===== config.mk =====
export PLATFORM = sky130hd
export DESIGN_NAME = jump_target_unit_flat
export DESIGN_NICKNAME = d
export VERILOG_FILES = /design/src/rtl/jump_target_unit_if.sv /design/src/rtl/jump_target_unit.sv /design/src/flat_wrapper.sv
export SDC_FILE = /design/constraint.sdc
export NUM_CORES = 1
export LEC_CHECK = 0
export ABC_AREA = 0
export CAP_MARGIN = 20
export CORE_MARGIN = 2
export CORE_UTILIZATION = 41
export DETAILED_ROUTE_END_ITERATION = 10
export GPL_TIMING_DRIVEN = 1
export PLACE_DENSITY_LB_ADDON = 0.25
export SYNTH_ARGS = -nofsm -noshare
export SYNTH_HDL_FRONTEND = slang
export SYNTH_SLANG_ARGS = --single-unit

===== constraint.sdc =====
create_clock -name clk -period 3.7 [get_ports clk]
set_input_delay 0.74 -clock clk [delete_from_list [all_inputs] [get_ports clk]]
set_output_delay 0.74 -clock clk [all_outputs]
set_load 0.01 [all_outputs]

===== src/rtl/jump_target_unit_if.sv =====
// Decode-to-fetch bundle for the jump target unit: request, label-table write and resolved target.
// The decode side drives the request and table write; the unit returns the target and status.
interface jump_target_unit_if #(
  parameter int ADDR_W      = 16,
  parameter int DEPTH       = 16,
  parameter int IDX_W       = $clog2(DEPTH),
  parameter int STACK_DEPTH = 4
);
  localparam int LVL_W = $clog2(STACK_DEPTH + 1);

  logic              req_valid;
  logic [1:0]        req_mode;
  logic [ADDR_W-1:0] direct_addr;
  logic [IDX_W-1:0]  label_idx;
  logic [ADDR_W-1:0] ret_addr;
  logic              tbl_we;
  logic [IDX_W-1:0]  tbl_waddr;
  logic [ADDR_W-1:0] tbl_wdata;
  logic              tgt_valid;
  logic [ADDR_W-1:0] tgt_addr;
  logic              err_overflow;
  logic              err_underflw;
  logic [LVL_W-1:0]  stack_level;

  modport master (
    output req_valid, req_mode, direct_addr, label_idx, ret_addr,
    output tbl_we, tbl_waddr, tbl_wdata,
    input  tgt_valid, tgt_addr, err_overflow, err_underflw, stack_level
  );

  modport slave (
    input  req_valid, req_mode, direct_addr, label_idx, ret_addr,
    input  tbl_we, tbl_waddr, tbl_wdata,
    output tgt_valid, tgt_addr, err_overflow, err_underflw, stack_level
  );
endinterface


===== src/rtl/jump_target_unit.sv =====
// Next-PC target resolver: direct, label-table, call (push) and return (pop) modes.
// Latency 1 cycle (registered strobe); no backpressure, one request accepted every cycle.
module jump_target_unit #(
  parameter int ADDR_W      = 16,
  parameter int DEPTH       = 16,
  parameter int IDX_W       = $clog2(DEPTH),
  parameter int STACK_DEPTH = 4
) (
  input logic               clk,
  input logic               rst_n,
  jump_target_unit_if.slave bus
);
  localparam int LVL_W = $clog2(STACK_DEPTH + 1);
  localparam int SP_W  = (STACK_DEPTH > 1) ? $clog2(STACK_DEPTH) : 1;
  localparam int SLOTS = 1 << SP_W;
  localparam logic [LVL_W-1:0] LVL_FULL = LVL_W'(STACK_DEPTH);

  localparam logic [1:0] MODE_DIRECT = 2'b00;
  localparam logic [1:0] MODE_LABEL  = 2'b01;
  localparam logic [1:0] MODE_CALL   = 2'b10;
  localparam logic [1:0] MODE_RET    = 2'b11;

  function automatic logic [ADDR_W-1:0] tbl_default(input int i);
    int v;
    case (i)
      0: v = 10;
      1: v = 22;
      2: v = 76;
      3: v = 101;
      4: v = 118;
      5: v = 124;
      6: v = 8;
      7: v = 37;
      8: v = 16;
      default: v = 0;
    endcase
    return ADDR_W'(v);
  endfunction

  logic [ADDR_W-1:0] tbl_q [DEPTH];
  logic [ADDR_W-1:0] stk_q [SLOTS];
  logic [LVL_W-1:0]  level_q, level_d;
  logic              tgt_valid_q, tgt_valid_d;
  logic [ADDR_W-1:0] tgt_addr_q, tgt_addr_d;
  logic              ovf_q, ovf_d;
  logic              unf_q, unf_d;
  logic              push_en;
  logic [ADDR_W-1:0] label_val;
  logic [SP_W-1:0]   push_idx;
  logic [SP_W-1:0]   pop_idx;

  // A same-cycle write to the index being read wins over the stored entry.
  assign label_val = (bus.tbl_we && (bus.tbl_waddr == bus.label_idx)) ?
                     bus.tbl_wdata : tbl_q[bus.label_idx];
  assign push_idx  = SP_W'(level_q);
  assign pop_idx   = SP_W'(level_q - 1'b1);

  always_comb begin
    tgt_valid_d = 1'b0;
    tgt_addr_d  = tgt_addr_q;
    ovf_d       = 1'b0;
    unf_d       = 1'b0;
    level_d     = level_q;
    push_en     = 1'b0;
    if (bus.req_valid) begin
      case (bus.req_mode)
        MODE_DIRECT: begin
          tgt_valid_d = 1'b1;
          tgt_addr_d  = bus.direct_addr;
        end
        MODE_LABEL: begin
          tgt_valid_d = 1'b1;
          tgt_addr_d  = label_val;
        end
        MODE_CALL: begin
          tgt_valid_d = 1'b1;
          tgt_addr_d  = label_val;
          if (level_q == LVL_FULL) begin
            ovf_d = 1'b1;
          end else begin
            push_en = 1'b1;
            level_d = level_q + 1'b1;
          end
        end
        MODE_RET: begin
          if (level_q == '0) begin
            unf_d = 1'b1;
          end else begin
            tgt_valid_d = 1'b1;
            tgt_addr_d  = stk_q[pop_idx];
            level_d     = level_q - 1'b1;
          end
        end
        default: ;
      endcase
    end
  end

  always_ff @(posedge clk or negedge rst_n) begin
    if (!rst_n) begin
      tgt_valid_q <= 1'b0;
      tgt_addr_q  <= '0;
      ovf_q       <= 1'b0;
      unf_q       <= 1'b0;
      level_q     <= '0;
    end else begin
      tgt_valid_q <= tgt_valid_d;
      tgt_addr_q  <= tgt_addr_d;
      ovf_q       <= ovf_d;
      unf_q       <= unf_d;
      level_q     <= level_d;
    end
  end

  always_ff @(posedge clk or negedge rst_n) begin
    if (!rst_n) begin
      for (int i = 0; i < DEPTH; i++) tbl_q[i] <= tbl_default(i);
    end else if (bus.tbl_we) begin
      tbl_q[bus.tbl_waddr] <= bus.tbl_wdata;
    end
  end

  always_ff @(posedge clk or negedge rst_n) begin
    if (!rst_n) begin
      for (int i = 0; i < SLOTS; i++) stk_q[i] <= '0;
    end else if (push_en) begin
      stk_q[push_idx] <= bus.ret_addr;
    end
  end

  assign bus.tgt_valid    = tgt_valid_q;
  assign bus.tgt_addr     = tgt_addr_q;
  assign bus.err_overflow = ovf_q;
  assign bus.err_underflw = unf_q;
  assign bus.stack_level  = level_q;
endmodule


===== src/flat_wrapper.sv =====
// flat-port wrapper written by rule: the top's interface ports become plain ports
module jump_target_unit_flat 
#(
  parameter int ADDR_W      = 16,
  parameter int DEPTH       = 16,
  parameter int IDX_W       = $clog2(DEPTH),
  parameter int STACK_DEPTH = 4
)
  (clk, rst_n, bus_req_valid, bus_req_mode, bus_direct_addr, bus_label_idx, bus_ret_addr, bus_tbl_we, bus_tbl_waddr, bus_tbl_wdata, bus_tgt_valid, bus_tgt_addr, bus_err_overflow, bus_err_underflw, bus_stack_level);
  jump_target_unit_if #(.ADDR_W(ADDR_W), .DEPTH(DEPTH), .IDX_W(IDX_W), .STACK_DEPTH(STACK_DEPTH)) bus_i ();
  input logic clk;
  input logic rst_n;
  input wire logic [$bits(bus_i.req_valid)-1:0] bus_req_valid;
  input wire logic [$bits(bus_i.req_mode)-1:0] bus_req_mode;
  input wire logic [$bits(bus_i.direct_addr)-1:0] bus_direct_addr;
  input wire logic [$bits(bus_i.label_idx)-1:0] bus_label_idx;
  input wire logic [$bits(bus_i.ret_addr)-1:0] bus_ret_addr;
  input wire logic [$bits(bus_i.tbl_we)-1:0] bus_tbl_we;
  input wire logic [$bits(bus_i.tbl_waddr)-1:0] bus_tbl_waddr;
  input wire logic [$bits(bus_i.tbl_wdata)-1:0] bus_tbl_wdata;
  output wire logic [$bits(bus_i.tgt_valid)-1:0] bus_tgt_valid;
  output wire logic [$bits(bus_i.tgt_addr)-1:0] bus_tgt_addr;
  output wire logic [$bits(bus_i.err_overflow)-1:0] bus_err_overflow;
  output wire logic [$bits(bus_i.err_underflw)-1:0] bus_err_underflw;
  output wire logic [$bits(bus_i.stack_level)-1:0] bus_stack_level;
  assign bus_i.req_valid = bus_req_valid;
  assign bus_i.req_mode = bus_req_mode;
  assign bus_i.direct_addr = bus_direct_addr;
  assign bus_i.label_idx = bus_label_idx;
  assign bus_i.ret_addr = bus_ret_addr;
  assign bus_i.tbl_we = bus_tbl_we;
  assign bus_i.tbl_waddr = bus_tbl_waddr;
  assign bus_i.tbl_wdata = bus_tbl_wdata;
  assign bus_tgt_valid = bus_i.tgt_valid;
  assign bus_tgt_addr = bus_i.tgt_addr;
  assign bus_err_overflow = bus_i.err_overflow;
  assign bus_err_underflw = bus_i.err_underflw;
  assign bus_stack_level = bus_i.stack_level;
  jump_target_unit #(.ADDR_W(ADDR_W), .DEPTH(DEPTH), .IDX_W(IDX_W), .STACK_DEPTH(STACK_DEPTH)) u_core (.clk(clk), .rst_n(rst_n), .bus(bus_i));
endmodule

---- After elaboration in Yosys (flattened, before gate mapping) ----
Index checks and enable logic that the tools add are counted.
word-level totals
  flip-flop bits (word level) ............. 342
  input bits .............................. 62
  output and inout bits ................... 22
  logic and storage cells ................. 84
cells by class
  add/subtract/negate cells ............... 2
  order comparisons ....................... 6
  eq/ne operators ......................... 7
  muxes and demuxes ....................... 30
  bitwise gates (word level) .............. 4
  reductions and logical operators ........ 10
operators with widths
  kind                                                                  number
  256-bit bitwise mux                                                   1
  16-bit 2-to-1 mux                                                     8
  16-bit binary-select mux with 4-bit select                            1
  64-bit bitwise mux                                                    1
  16-bit demux with 4-bit select                                        1
  16-bit one-hot mux with 3 select lines                                1
  16-bit binary-select mux with 2-bit select                            1
  16-bit demux with 2-bit select                                        1
  1-bit 2-to-1 mux                                                      11
  5-bit >= comparator, second input constant                            2
  4-bit NOT with 5-bit output                                           2
  3-bit >= comparator, second input constant                            2
  3-bit 2-to-1 mux                                                      2
  2-bit NOT with 3-bit output                                           2
  3-bit one-hot mux with 2 select lines                                 1
  5-bit by 1-bit < comparator with 1-bit output, second input constant  1
  2-bit == test, second input constant                                  2
  4-bit == test                                                         1
  2-bit != test, second input constant                                  2
  4-bit AND reduction                                                   1
  3-bit by 1-bit adder with 3-bit output, second input constant         1
  3-bit == test, second input constant                                  1
  1-bit logical AND                                                     3
  3-bit zero test                                                       1
  other kinds (9)                                                       9

---- Logic depth before layout (Yosys ltp) ----
  word-level depth ........................ 7
  gate-level depth with buffers ........... 10

---- Worst setup path before layout ----
Ideal clock, no wire load.
  kind .................................... flip-flop to flip-flop
  start point ............................. register u_core.level_q[0] (netlist: u_core.bus.stack_level[0])
  end point ............................... register u_core.tgt_addr_q[15] (netlist: u_core.bus.tgt_addr[15])
  library setup time ...................... 125 ps
  data arrival time ....................... 2602 ps
  setup slack ............................. 973 ps
  cell stages (with the launch flop) ...... 10
  buffers on the path ..................... 4
  period minus slack after synthesis ...... 2727 ps
  path through ............................ dfrtp_1 buf_2 buf_2 inv_1 ha_1 clkbuf_1 clkbuf_1 mux4_2 a21oi_1 a21oi_1
between the ends
  longest elaborated chain between the ends .. 7
  elaborated cells on any way between the ends .. 10
  those cells by class .................... 1 x add/sub; 1 x eq/ne; 5 x mux; 1 x bitwise; 2 x reduce/logical
RTL lines
  item                                                   RTL line                 text
  from (decl)                                            jump_target_unit.sv:42   logic [LVL_W-1:0] level_q, level_d;
  from (signal assigned)                                 jump_target_unit.sv:111  level_q <= level_d;
  3-bit by 1-bit subtractor with 3-bit output            jump_target_unit.sv:56   assign pop_idx = SP_W'(level_q - 1'b1);
  named net u_core.pop_idx[0]                            jump_target_unit.sv:50   logic [SP_W-1:0] pop_idx;
  2-bit NOT with 3-bit output (not written as such)      jump_target_unit.sv:90   tgt_addr_d = stk_q[pop_idx];
  16-bit binary-select mux with 2-bit select             jump_target_unit.sv:90
  16-bit 2-to-1 mux (not written as such) (2 in series)  jump_target_unit.sv:90
  16-bit 2-to-1 mux                                      jump_target_unit.sv:86   if (level_q == '0) begin
  16-bit one-hot mux with 3 select lines                 jump_target_unit.sv:66   case (bus.req_mode)
  to (signal assigned)                                   jump_target_unit.sv:108  tgt_addr_q <= tgt_addr_d;
  to (decl)                                              jump_target_unit.sv:44   logic [ADDR_W-1:0] tgt_addr_q, tgt_addr_d;
The timed path passes the listed nets, and every way through them passes these cells. The select of a mux whose other input is x is not followed.
A chain may end at the register's enable or synchronous reset.

---- Worst setup path after layout ----
  start point ............................. register u_core.level_q[0] (netlist: u_core.bus.stack_level[0])
  end point ............................... output bus_stack_level[0]
RTL lines
  item       RTL line            text
  to (decl)  flat_wrapper.sv:25  output wire logic [$bits(bus_i.stack_level)-1:0] bus_stack_level;
No word-level cell between the ends.

==> reports/results.ini <==
[status]
status = completed

[timing]
grt_setup_unrepaired = false
finClkSkew_ps = 10.04
final-setup-viol-count = 0
drv_slew = 0
tightest_slew_ps = 1108
fmax_ghz = 0.3836
holdWs_ps = 163.7
final_hold_viol_count = 0
tns_ps = 0
min_period_ps = 2607
fin_crit_sh_pct = 70.45
relSlewSlack_pct = 26.13

[layout]
final_util_pct = 48.78
final_area_sq_um = 18760
fillers = 3317
drive_gt1_share_pct = 43.88
mostFrequentLayoutCell = dfrtp_1
area_growth_pct = 17.86
final_nets = 1233
regArea_sq_um = 8592
multi_input_area_sq_um = 6903
final_cell_mix = dfrtp_1, mux2_2, clkdlybuf4s50_1, mux4_2, buf_4
diodes = 0

[yosys]
yosysSeqAreaShare_pct = 53.97
synth_cells = 1075
synth_cell_type_count = 38
yosys_warnings = 0
ys_ff_latch = 342
synth_top_area_cell = dfrtp_1
netlist_top_cells_area = dfrtp_1, mux2_2, mux4_2
yosys.area.top_type_share_pct = 49.51
syn-num-nets = 1145
avgSynthCellArea_sq_um = 14.81
netlist_area_sq_um = 15920

[placed_design]
port_buffers = 83
gp_congestion = 0.7815
dp_hpwl_mm = 26.75
placedInstanceArea_sq_um = 17430

[floorplan]
std_cell_rows = 72
ioPinCount = 84
core_area_sq_um = 38470
start_util_pct = 41.39
die_w_microns = 201.1
die_h_microns = 201.1
design.die.area_sq_um = 40420

[power]
total_power_mw = 12.23
irDropWorstVdd_mv = 0.4772
power.density_nw_per_um2 = 651.8
power.leakage_nw = 7.820

[global_route]
antenna_found_initial = 0
gr-total-overflow = 0
track_usage_pct = 20.96
grt_pass1_vias = 10161
grt_max_degree = 75
grt_pass1_wl_mm = 64.34

[clocking]
cts_tree = done
cts_made_buffers = 39
post-cts-setup-buffer-count = 0
cts-root-buf = clkbuf_16
clock_path_buffers = 3
clk_pin_slew_ps = 60
postCtsHoldBufs = 0
cts_max_level = 2
clkSinkCount = 342
insertion_delay_ps = 530
cts_resized = 0

[worst_setup_path]
path_class = reg2out
cpPeakStageDelay_ps = 620
endpoint_kind = primary output
crit_slowest_cell = clkdlybuf4s50_1
critPathLaunchType = flop
worstPathCellList = buf_4, clkdlybuf4s50_1
worstPathRequired_ps = 2960
path_max_fanout = 19
crit_arrival_ps = 1870

[flow_run]
cap_violations = 0

[detailed_routing]
avgRoutedWirePerCell_microns = 24.22
routed_wl_mm = 41.42
via_per_inst = 5.577
dr.pass1.iters = 4
vias = 9536
drtIter0Drc = 523
drc = 0
drtAntennaViolNets = 0

[hold_path]
hold_path.class = in2async

[state kept, by name (all words and copies together), names as in the netlist]
name and flops:
u_core.bus.stack_level 3, u_core.tbl_q 256, u_core.bus.tgt_valid 1, u_core.bus.tgt_addr 16, u_core.bus.err_overflow 1, u_core.stk_q 64
u_core.bus.err_underflw 1
[path summary, 6_finish.rpt]
path	startpoint	cells after the start	slack [ps]	to
min in group clk	u_core.tbl_q[230]	1	490	u_core.tbl_q[230]
hold reg to reg	u_core.tbl_q[230]	1	490	u_core.tbl_q[230]
setup / recovery	u_core.bus.stack_level[0]	2	1090	bus_stack_level[0]
max in group asynchronous	rst_n	2	2600	u_core.tbl_q[166]
hold / removal	rst_n	1	160	u_core.stk_q[50]
setup reg to reg	u_core.bus.stack_level[1]	8	1280	u_core.bus.tgt_addr[10]
[metal layers]
metal  vias to the layer above  track usage (%)  wire [microns]
li1                       4179                -               -
met1                      5115            30.61           19640
met2                       193            33.21           19280
met3                        49            3.344            1837
met4                         0            4.365             659
met5                         -                0               0
[per-stage QoR]
stage	setup WS, ps	instances
after global placement	692.2	1640
after floorplan	972.9	1075
after global routing	986.3	1710
final	1093	1710
after detailed placement	643.8	1640
after CTS	1042	1710
[cells by family (layout without fill, tap and decap cells)]
group	after synthesis	after routing	share of synthesized area, %
multiplexers	418	418	33.97
flip-flops	342	342	53.97
AO/OA/AOI/OAI	116	116	5.006
AND/OR/NAND/NOR	93	93	3.246
buffers and inverters	91	208	2.798
adder cells (fa/ha/maj)	8	8	0.6288
XOR/XNOR	7	7	0.3851
[power by group]
group,leakage (nW),switching (mW),total [mW],internal (mW)
logic,3.02,1.15,2.84,1.68
registers,4.15,0.550,5.40,4.85
clock network,0.654,1.56,3.99,2.43
[area by class of cell]
cell class / instances / share of cell area (%)
flip-flops and latches: 342 / 45.79
multi-input cells: 642 / 36.79
repair buffers: 133 / 6.761
clock buffers: 57 / 6.321
well taps: 518 / 3.454
clock inverters: 13 / 0.7868
inverters: 5 / 0.1000
[cells in the mapped netlist]
cell type and n:
o21ai_0 2, nand2_2 1, o221ai_2 9, dfrtp_1 315, a21oi_1 34, and2_1 1
nor3_1 16, nand3_1 2, mux4_2 64, a211oi_1 16, buf_2 35, mux2i_1 16
clkbuf_1 40, o22ai_1 16, xnor2_1 6, mux2_1 43, or3_1 2, or2_1 1
dfstp_2 27, buf_8 2, buf_1 1, inv_1 5, and3_1 2, nand2_1 12
nor2b_1 18, nor3b_2 1, nand2b_1 21, nor2_1 11, o221ai_1 7, nand3b_1 4
a22oi_1 16, nand3_2 1, mux2_2 295, o21ai_1 16, buf_4 6, buf_6 2
xor2_1 1, ha_1 8
[critical path, delay by kind of cell, from the launching register on]
family	cells	cell delay, ps
DFF	1	340
buffers and inverters	2	990
Note: power is estimated with default switching activity, not from simulation.
